===== config.mk =====
export PLATFORM = sky130hd
export DESIGN_NAME = pic_prog_loader
export DESIGN_NICKNAME = d
export VERILOG_FILES = /design/src/rtl/pic_prog_loader.sv
export SDC_FILE = /design/constraint.sdc
export NUM_CORES = 1
export LEC_CHECK = 0
export ABC_AREA = 1
export BUFFER_PORTS_ARGS = -buffer_cell sky130_fd_sc_hd__buf_2
export CAP_MARGIN = 0
export CORE_MARGIN = 3
export CORE_UTILIZATION = 45
export CTS_BUF_LIST = sky130_fd_sc_hd__clkbuf_16
export DETAILED_ROUTE_END_ITERATION = 10
export GPL_ROUTABILITY_DRIVEN = 0
export MAX_ROUTING_LAYER = met4
export PLACE_DENSITY = 0.68
export SYNTH_ARGS = -nofsm -noshare
export SYNTH_HDL_FRONTEND = slang
export SYNTH_SLANG_ARGS = --single-unit

===== constraint.sdc =====
create_clock -name clk -period 2.03 [get_ports clk]
set_input_delay 0.1015 -clock clk [delete_from_list [all_inputs] [get_ports clk]]
set_output_delay 0.1015 -clock clk [all_outputs]
set_load 0.02 [all_outputs]

===== src/rtl/pic_prog_loader.sv =====
// pic_prog_loader: ICSP-style bit-serial loader driving the PIC10F20x instruction memory write port.
// Optional write checksum enabled by defining PROG_CSUM_EN.
module pic_prog_loader #(
    parameter int PIC_INSTR_WIDTH        = 12,
    parameter int L2_PIC_INSTR_MEM_DEPTH = 9,
    parameter int PROG_CYCLES            = 4
) (
    input  logic                              clk,
    input  logic                              rst,
    input  logic                              prog_en,
    input  logic                              ser_valid,
    input  logic                              ser_data,
    output logic [L2_PIC_INSTR_MEM_DEPTH-1:0] mem_addr,
    output logic [PIC_INSTR_WIDTH-1:0]        mem_wdata,
    output logic                              mem_we,
    output logic                              cpu_hold,
    output logic                              busy,
    output logic                              err,
    output logic [15:0]                       prog_csum
);
    localparam logic [1:0] S_IDLE = 2'd0;
    localparam logic [1:0] S_CMD  = 2'd1;
    localparam logic [1:0] S_DATA = 2'd2;
    localparam logic [1:0] S_PROG = 2'd3;
    localparam int PCW = $clog2(PROG_CYCLES + 1);
    localparam int AW  = L2_PIC_INSTR_MEM_DEPTH;
    localparam int W   = PIC_INSTR_WIDTH;

    logic [1:0]     state_q, state_d;
    logic [15:0]    sh_q, sh_d, sh_nxt;
    logic [3:0]     cnt_q, cnt_d;
    logic [PCW-1:0] pcnt_q, pcnt_d;
    logic [AW-1:0]  addr_q, addr_d;
    logic [W-1:0]   data_q, data_d;
    logic           we_q, we_d, hold_q, hold_d, busy_q, busy_d, err_q, err_d;

    // Bits land at their final position so the whole command/frame is readable on the last strobe.
    assign sh_nxt = sh_q | (16'(ser_data) << cnt_q);

    always_comb begin
        state_d = state_q;
        sh_d    = sh_q;
        cnt_d   = cnt_q;
        pcnt_d  = pcnt_q;
        addr_d  = addr_q;
        data_d  = data_q;
        we_d    = 1'b0;
        hold_d  = hold_q;
        busy_d  = busy_q;
        err_d   = err_q;
        if (state_q == S_IDLE) begin
            if (prog_en) begin
                state_d = S_CMD;
                addr_d  = '0;
                data_d  = '0;
                err_d   = 1'b0;
                hold_d  = 1'b1;
                sh_d    = '0;
                cnt_d   = '0;
            end
        end else if (!prog_en) begin
            state_d = S_IDLE;
            hold_d  = 1'b0;
            busy_d  = 1'b0;
            sh_d    = '0;
            cnt_d   = '0;
        end else begin
            case (state_q)
                S_CMD: if (ser_valid) begin
                    sh_d  = sh_nxt;
                    cnt_d = cnt_q + 4'd1;
                    if (cnt_q == 4'd5) begin
                        sh_d  = '0;
                        cnt_d = '0;
                        case (sh_nxt[5:0])
                            6'h02: state_d = S_DATA;
                            6'h06: addr_d = addr_q + AW'(1);
                            6'h08: begin
                                state_d = S_PROG;
                                we_d    = 1'b1;
                                busy_d  = 1'b1;
                                pcnt_d  = PCW'(PROG_CYCLES - 1);
                            end
                            6'h16: addr_d = '0;
                            default: err_d = 1'b1;
                        endcase
                    end
                end
                S_DATA: if (ser_valid) begin
                    sh_d  = sh_nxt;
                    cnt_d = cnt_q + 4'd1;
                    if (cnt_q == 4'd15) begin
                        sh_d    = '0;
                        cnt_d   = '0;
                        state_d = S_CMD;
                        if (sh_nxt[0] || (|sh_nxt[15:W+1])) err_d = 1'b1;
                        else data_d = sh_nxt[W:1];
                    end
                end
                default: begin
                    if (ser_valid) err_d = 1'b1;
                    if (pcnt_q == '0) begin
                        state_d = S_CMD;
                        busy_d  = 1'b0;
                    end else begin
                        pcnt_d = pcnt_q - PCW'(1);
                    end
                end
            endcase
        end
    end

    always_ff @(posedge clk or negedge rst) begin
        if (!rst) begin
            state_q <= S_IDLE;
            sh_q    <= '0;
            cnt_q   <= '0;
            pcnt_q  <= '0;
            addr_q  <= '0;
            data_q  <= '0;
            we_q    <= 1'b0;
            hold_q  <= 1'b0;
            busy_q  <= 1'b0;
            err_q   <= 1'b0;
        end else begin
            state_q <= state_d;
            sh_q    <= sh_d;
            cnt_q   <= cnt_d;
            pcnt_q  <= pcnt_d;
            addr_q  <= addr_d;
            data_q  <= data_d;
            we_q    <= we_d;
            hold_q  <= hold_d;
            busy_q  <= busy_d;
            err_q   <= err_d;
        end
    end

    assign mem_addr  = addr_q;
    assign mem_wdata = data_q;
    assign mem_we    = we_q;
    assign cpu_hold  = hold_q;
    assign busy      = busy_q;
    assign err       = err_q;

`ifdef PROG_CSUM_EN
    logic [15:0] csum_q;
    logic        csum_clr, csum_add;
    assign csum_clr = (state_q == S_IDLE) && prog_en;
    assign csum_add = (state_q == S_CMD) && prog_en && ser_valid && (cnt_q == 4'd5) && (sh_nxt[5:0] == 6'h08);
    always_ff @(posedge clk or negedge rst) begin
        if (!rst) csum_q <= '0;
        else if (csum_clr) csum_q <= '0;
        else if (csum_add) csum_q <= csum_q + 16'(data_q);
    end
    assign prog_csum = csum_q;
`else
    assign prog_csum = '0;
`endif
endmodule


Yosys cells after proc, flatten, opt, wreduce, memory -nomap -nowiden --
Cells that the tools add are included.
Storage, ports and cells: register bits after elaboration 50, bits of input ports 5, output and inout port bits 41, logic and storage cells 138
Operators by class: add/subtract/negate cells 3, eq/ne operators 31, shift-type cells 1, muxes and demuxes 71, bitwise logic cells 3, reductions and logical operators 19
Operators by type and width (number):
- 16-bit 2-to-1 mux | 7
- 12-bit 2-to-1 mux | 7
- 9-bit 2-to-1 mux | 6
- 16-bit case mux with 2 select lines | 1
- 4-bit 2-to-1 mux | 7
- 1-bit 2-to-1 mux | 24
- 3-bit != test (second input constant) | 6
- 9-bit case mux with 2 select lines | 1
- 2-bit 2-to-1 mux | 8
- 4-bit != test (second input constant) | 4
- 16-bit OR | 1
- 1-bit by 4-bit << shifter with 16-bit output | 1
- 7-bit AND reduction | 2
- 3-bit 2-to-1 mux | 4
- 6-bit AND reduction | 2
- 2-bit != test (second input constant) | 5
- 5-bit AND reduction | 2
- 2-bit nonzero test | 5
- 9-bit by 1-bit adder with 9-bit output (second input constant) | 1
- 2-bit case mux with 2 select lines | 2
- 4-bit case mux with 2 select lines | 1
- 6-bit by 2-bit equality test with 1-bit output (second input constant) | 1
- 6-bit by 3-bit equality test with 1-bit output (second input constant) | 1
- 6-bit by 4-bit equality test with 1-bit output (second input constant) | 1
- other kinds (24) | 28

Logic depth before layout (Yosys ltp) --
Gate-level depths: netlist of the first run.
depth after elaboration 10, mapped depth 13

Worst setup path before layout of the first run --
OpenSTA, ideal clock, no wires.
path type reg-to-reg, start point register state_q[0], end point register sh_q[11], library setup time 0.077 ns, data arrival time 1.998 ns, data required time 1.953 ns, path slack -0.045 ns, stages on the path, launching flop included 12, path buffers 2, cells stage by stage dfrtp_1 -> inv_1 -> ha_1 -> buf_2 -> clkinv_1 -> ha_1 -> nand2_1 -> nand2_2 -> inv_2 -> o2111ai_4 -> buf_2 -> a21oi_1
On the way: cells in the longest elaborated chain, start to end 4, elaborated cells between the ends (all ways) 11
Ends and longest elaborated chain:
- start: declaration | RTL line 29 | logic [1:0] state_q, state_d;
- start signal: assignment | RTL line 126 | state_q <= state_d;
- 2-bit equality test / 2-bit by 1-bit equality test with 1-bit output (equally long branches) | RTL line 68 | case (state_q)
- 16-bit case mux with 2 select lines | RTL line 68
- 16-bit 2-to-1 mux | RTL line 61 | end else if (!prog_en) begin
- 16-bit 2-to-1 mux | RTL line 51 | if (state_q == S_IDLE) begin
- end signal: assignment | RTL line 116 | sh_q <= '0;
- end signal: assignment | RTL line 127 | sh_q <= sh_d;
- end: declaration | RTL line 30 | logic [15:0] sh_q, sh_d, sh_nxt;
Several ways; a longest one is shown, not always the timed one. A chain may end at the register's enable or synchronous reset.

Final worst setup path of the first run --
start point register state_q[0], end point register data_q[6], in the netlist mem_wdata[6]
On the way: cells in the longest elaborated chain, start to end 3, elaborated cells between the ends (all ways) 8
Ends and longest elaborated chain:
- 2-bit equality test / 2-bit zero test (equally long branches) | RTL line 68, 51
- 2-bit nonzero test (no source line) / 2-bit != test (equally long branches)
- 5-bit AND reduction (no source line)
- end signal: assignment | RTL line 131 | data_q <= data_d;
- end: declaration | RTL line 34 | logic [W-1:0] data_q, data_d;
Several ways; a longest one is shown, not always the timed one.

==> results of run 1 <==
-- layout make-up --
class	count	share of cell area, %
Clock inverter	3	1.283
Sequential cell	50	36.72
Clock buffer	5	3.664
Tap cell	75	2.748
Timing Repair Buffer	45	8.208
Inverter	46	5.093
Multi-Input combinational cell	270	42.29
-- per-layer routing --
layer	global-route usage (%)	up-vias	wire length (microns)
met5	-	-	0
met4	3.766	0	76
met3	2.838	8	254
met2	28.78	53	2897
met1	24.49	1154	3136
li1	-	1265	-
-- through the flow --
step	setup TNS (ns)	area, sq um	setup WS (ns)	util [%]	cells
floorplan	0	3019	0.03589	-	391
global placement	0	3161	0.1378	51.55	482
detailed placement	0	3161	0.03464	51.55	482
CTS	0	3339	0.05062	54.47	491
global route	-0.007080	3415	-0.006018	55.69	494
finish	0	3415	0.1267	55.69	494
-- kinds of logic after synthesis --
logic type,count (synthesis),share of synthesized area (%)
simple gates,184,27.04
xor+xnor,5,1.479
flops,50,42.25
buf+inv,72,12.42
other cells,1,0.1266
fa+ha+maj,12,5.070
compound gates,52,11.62
-- worst min-delay path, delay by kind of cell --
| family | cells | cell delay [ns] |
|---|---|---|
| and+or+nand+nor | 2 | 0.12 |
| buffers and inverters | 1 | 0.12 |
-- power by group through the flow --
stage	registers, mW	logic (mW)	clock network (mW)
detailed placement	1.27	1.38	0
floorplan	1.29	0.965	0
finish	1.25	1.46	0.958
global placement	1.26	1.36	0
CTS	1.25	1.40	0.973
global route	1.27	1.64	1.02
-- timing repair --
| item | in CTS | in global routing |
|---|---|---|
| hold buffers | 1 | 0 |
| gates resized for setup | 0 | 11 |
| setup endpoints to repair | 0 | 46 |
| hold endpoints to repair | 50 | 0 |
| setup buffers | 0 | 2 |
-- flip-flops by register name (all words and copies together), names as in the netlist --
signal / count
mem_wdata: 12
pcnt_q: 3
cpu_hold: 1
mem_addr: 9
sh_q: 16
err: 1
state_q: 2
cnt_q: 4
busy: 1
mem_we: 1
-- path summary, 6_finish.rpt --
kind / depth (start not counted) / from / to
max in group asynchronous: 3 / rst / cnt_q[1]
worst min-delay path: 3 / ser_valid / mem_we
worst max register to register: 11 / state_q[0] / mem_wdata[6]
worst max-delay path: 11 / state_q[0] / mem_wdata[6]
worst min register to register: 2 / mem_wdata[11] / mem_wdata[11]
min in group asynchronous: 3 / rst / sh_q[10]
-- cell usage after synthesis, drive strengths merged --
cell / n / share of area, %
a21boi: 7 / 1.8
a21oi: 17 / 3.0
a22o: 1 / 0.30
a31o: 2 / 0.59
a31oi: 3 / 0.63
a41o: 3 / 1.0
buf: 24 / 6.3
clkbuf: 2 / 0.25
clkinv: 1 / 0.13
conb: 1 / 0.13
dfrtp: 50 / 42
ha: 12 / 5.1
inv: 45 / 5.7
nand2: 105 / 14
nand3: 28 / 5.1
nand4: 6 / 1.3
nor2: 38 / 5.5
nor3: 3 / 0.51
nor4: 2 / 0.63
o2111ai: 2 / 1.2
o21ai: 12 / 2.0
o22ai: 4 / 0.84
o31ai: 1 / 0.25
or2: 2 / 0.42
xor2: 5 / 1.5
==> reports/metrics.cfg, run 1 <==
[final_layout]
nFillCells = 588
antenna_cells = 0
final_common_cell = nand2_1
multi_input_area_sq_mm = 0.001444
drive_gt1_share_pct = 20.29
num-nets-final = 435
syn2layout_area_growth_pct = 15.29
regArea_sq_mm = 0.001254
final_cell_mix = nand2_1 (101), dfrtp_1 (48), inv_1 (37)

[status]
status = completed

[placed_design]
io_buffers = 29
dp_hpwl_mm = 4.556

[job]
cap_violations = 0

[clocking]
cts_max_level = 2
cts.path.max_buffers = 2
clkTransAtPathRegs_ns = 0.07
clk-insertion-delay-late_ns = 0.29
clock_sinks = 50
cts-buffers-inserted = 5
cts_tree = built
clockRootBuffer = clkbuf_16

[die]
die_h_microns = 87.13
rows = 28
num_io_pins = 46
die_area_sq_mm = 0.007591
initial_core_util_pct = 48.31
die_w_microns = 87.13
fp.coreArea_sq_mm = 0.006131

[setup_path]
crit_path_end_kind = register
path_common_cell = nand2_1
critical_path.cell_chain = inv_1 -> ha_1 -> buf_4 -> o21ai_0 -> inv_1 -> nand4_1 -> buf_4 -> nand2_1 -> inv_2 -> nand2_1 -> nand2_1
worstPathRequired_ns = 2.26
ff2ff_setup_slack_ns = 0.13
cpPeakStageDelay_ns = 0.40
cpMaxStageDelayCell = dfrtp_1
cp_max_fo = 12
worstSetupPathType = register to register
path_delay_family = buffers and inverters
arrival_ns = 2.13
start_kind = register
critPathBufInv = 5

[power_and_ir_drop]
finalPower_mw = 3.674
p_int_mw = 2.225
p_clk_share_pct = 26.1
total_leakage_power_nw = 1.804
switchingPower_mw = 1.449
p_comb_share_pct = 39.8
seq_power_share_pct = 34.1
switching_share_pct = 39.44
powerDensity_mw_per_mm2 = 1076
ir_drop_mv = 0.6002

[detailed_routing]
dr.pass1.iters = 4
wirelength_mm = 6.364
avgViaCountPerCell = 5.020
num_vias = 2480
wl_per_cell_microns = 12.88
drt_iter0_markers = 185
drc = 0
postRouteAntennaNets = 0

[yosys]
synth-seq-area-share_pct = 42.25
avgSynthCellArea_sq_um = 7.877
syn_inst = 376
yosys_warnings = 0
syn_area_sq_mm = 0.002962
ys_types = 36
synth_seq_cells = 50

[timing]
slew-limit-headroom_pct = 57.04
period_share_pct = 93.76
setup_viol = 0
worst_slew_pin_slew_ns = 0.6443
skew_ns = 0.005165
fmax_ghz = 0.5254
drv_slew = 0
whs_ns = 0.1012
timing.final.crit_period_ns = 1.903
finalHoldViolations = 0

[global_routing]
grt_pass1_vias = 2349
grt_pass1_wl_mm = 10.76
overflow = 0
antenna_found_initial = 0
grt_max_degree = 51
track_usage_pct = 18.05

[worst_hold_path]
min_path_type = input port to register

Power figures use the tool's default switching activity.
==> run 2: changes to the inputs <==
- RECOVER_POWER: unset -> 25
- SLEW_MARGIN: unset -> 10
==> run 2 against run 1 <==
Net effect:
- cell area decreased by 0.88%
- total power decreased by 0.38%
- non-clock buffer count unchanged
- hold slack about the same
- via count increased by 0.44%
- sequential cell count unchanged
- critical path depth unchanged
- largest power group unchanged
- utilization decreased by 0.49 points
- maximum frequency decreased by 0.11%
- clock-buffer cell count unchanged
- largest cell class unchanged
==> reports/metrics.cfg, run 2 (same netlist as run 1, synthesis figures left out) <==
[status]
status = completed

[timing]
whs_ns = 0.1012  ; +0.00002300 ns
finalHoldViolations = 0  ; unchanged
drv_slew = 0  ; unchanged
worst_slew_pin_slew_ns = 1.256  ; +0.6120 ns
period_share_pct = 93.86  ; +0.10 points
fmax_ghz = 0.5248  ; -0.11%
timing.final.crit_period_ns = 1.905  ; +0.002097 ns
setup_viol = 0  ; unchanged
skew_ns = 0.005172  ; +0.000007910 ns
slew-limit-headroom_pct = 16.25  ; -41 points

[clocking]
cts_max_level = 2  ; unchanged
clock_sinks = 50  ; unchanged
clkTransAtPathRegs_ns = 0.06  ; about the same
cts-buffers-inserted = 5  ; unchanged
cts_tree = built
clk-insertion-delay-late_ns = 0.29  ; about the same
cts.path.max_buffers = 2  ; unchanged
clockRootBuffer = clkbuf_16

[setup_path]
start_kind = register
worstPathRequired_ns = 2.26  ; about the same
arrival_ns = 2.14  ; about the same
path_delay_family = buffers and inverters
critical_path.cell_chain = inv_1 -> ha_1 -> buf_4 -> o21ai_0 -> inv_1 -> nand4_1 -> buf_4 -> nand2_1 -> inv_2 -> nand2_1 -> nand2_1
critPathBufInv = 5  ; unchanged
crit_path_end_kind = register
cpPeakStageDelay_ns = 0.40  ; about the same
cp_max_fo = 12  ; unchanged
cpMaxStageDelayCell = dfrtp_1
worstSetupPathType = register to register
path_common_cell = nand2_1

[power_and_ir_drop]
total_leakage_power_nw = 1.712  ; -5.1%
finalPower_mw = 3.660  ; -0.38%
ir_drop_mv = 0.5998  ; about the same
powerDensity_mw_per_mm2 = 1081  ; +0.50%

[placed_design]
dpl-instance-area_sq_mm = 0.003161  ; unchanged
dp_hpwl_mm = 4.556  ; unchanged
io_buffers = 29  ; unchanged

[global_routing]
grt_pass1_vias = 2349  ; unchanged
overflow = 0  ; unchanged
antenna_found_initial = 0  ; unchanged
track_usage_pct = 18.05  ; unchanged
grt_pass1_wl_mm = 10.76  ; unchanged
grt_max_degree = 51  ; unchanged

[final_layout]
antenna_cells = 0  ; unchanged
top_register = sh_q
final_cell_mix = nand2_1 (101), dfrtp_1 (48), inv_1 (37)
syn2layout_area_growth_pct = 14.28
num-nets-final = 435  ; unchanged
drive_gt1_share_pct = 15.04  ; -5.3 points
largest_register_ffs = 16  ; unchanged
final_area_sq_mm = 0.003385  ; -0.88%
final_common_cell = nand2_1

[detailed_routing]
avgViaCountPerCell = 5.043  ; +0.44%
wirelength_mm = 6.375  ; +0.17%
dr.pass1.iters = 4  ; unchanged
drc = 0  ; unchanged
num_vias = 2491  ; +0.44%
postRouteAntennaNets = 0  ; unchanged
wl_per_cell_microns = 12.90  ; +0.17%
drt_iter0_markers = 188  ; +1.6%

[job]
cap_violations = 0  ; unchanged

[worst_hold_path]
min_path_type = input port to register

[die]
initial_core_util_pct = 48.31  ; unchanged
die_w_microns = 87.13  ; unchanged
die_h_microns = 87.13  ; unchanged
fp.coreArea_sq_mm = 0.006131  ; unchanged
die_area_sq_mm = 0.007591  ; unchanged
rows = 28  ; unchanged
num_io_pins = 46  ; unchanged

==> run 2: power by group <==
| group | switching (mW) | internal (mW) |
|---|---|---|
| combinational | 0.944 | 0.505 |
| sequential | 0.130 | 1.12 |
| clock | 0.373 | 0.584 |
| total | 1.45 | 2.21 |
==> run 2: layout make-up <==
type                            instances  area, sq um
Clock buffer                            5        125.1
Clock inverter                          3        43.79
Fill cell                             599         2746
Inverter                               46        173.9
Multi-Input combinational cell        270         1444
Sequential cell                        50         1254
Tap cell                               75        93.84
Timing Repair Buffer                   45        250.2
==> run 2: worst reg2reg max path, cell delays in order (launching register included) <==
cell	delay, ns
dfrtp_1	0.40
inv_1	0.10
ha_1	0.27
buf_4	0.17
o21ai_0	0.17
inv_1	0.10
nand4_1	0.08
buf_4	0.16
nand2_1	0.07
inv_2	0.18
nand2_1	0.10
nand2_1	0.06
==> run 2: metal layers <==
| metal | vias to the layer above | part of all wire, % | GRT usage (%) |
|---|---|---|---|
| met4 | 0 | 1.2 | 3.766 |
| met5 | - | 0 | - |
| li1 | 1266 | - | - |
| met3 | 8 | 4.0 | 2.838 |
| met2 | 52 | 46 | 28.78 |
| met1 | 1165 | 49 | 24.49 |
==> run 2: through the flow <==
step	setup TNS (ns)	util (%)	instances	worst slack, ns
floorplan	0	-	391	0.03589
global placement	0	51.55	482	0.1378
detailed placement	0	51.55	482	0.03464
CTS	0	54.47	491	0.05062
global route	-0.007080	55.20	494	-0.006018
finish	0	55.20	494	0.1246
==> run 2: path summary, 6_finish.rpt <==
check | start | end | slack [ns] | cells past startpoint
setup / recovery | state_q[0] | mem_wdata[6] | 0.12 | 11
hold / removal | ser_valid | mem_we | 0.10 | 3
setup reg to reg | state_q[0] | mem_wdata[6] | 0.12 | 11
hold reg to reg | mem_wdata[2] | mem_wdata[2] | 0.47 | 2
max in group asynchronous | rst | cnt_q[1] | 0.50 | 3
min in group asynchronous | rst | sh_q[10] | 0.70 | 3
==> run 2: repair_timing <==
| action | 4_1_cts | 5_1_grt |
|---|---|---|
| endpoints found under the setup margin | 0 | 46 |
| setup buffers | 0 | 2 |
| hold buffers | 1 | 0 |
| endpoints found under the hold margin | 50 | 0 |
| gates resized for setup | 0 | 11 |
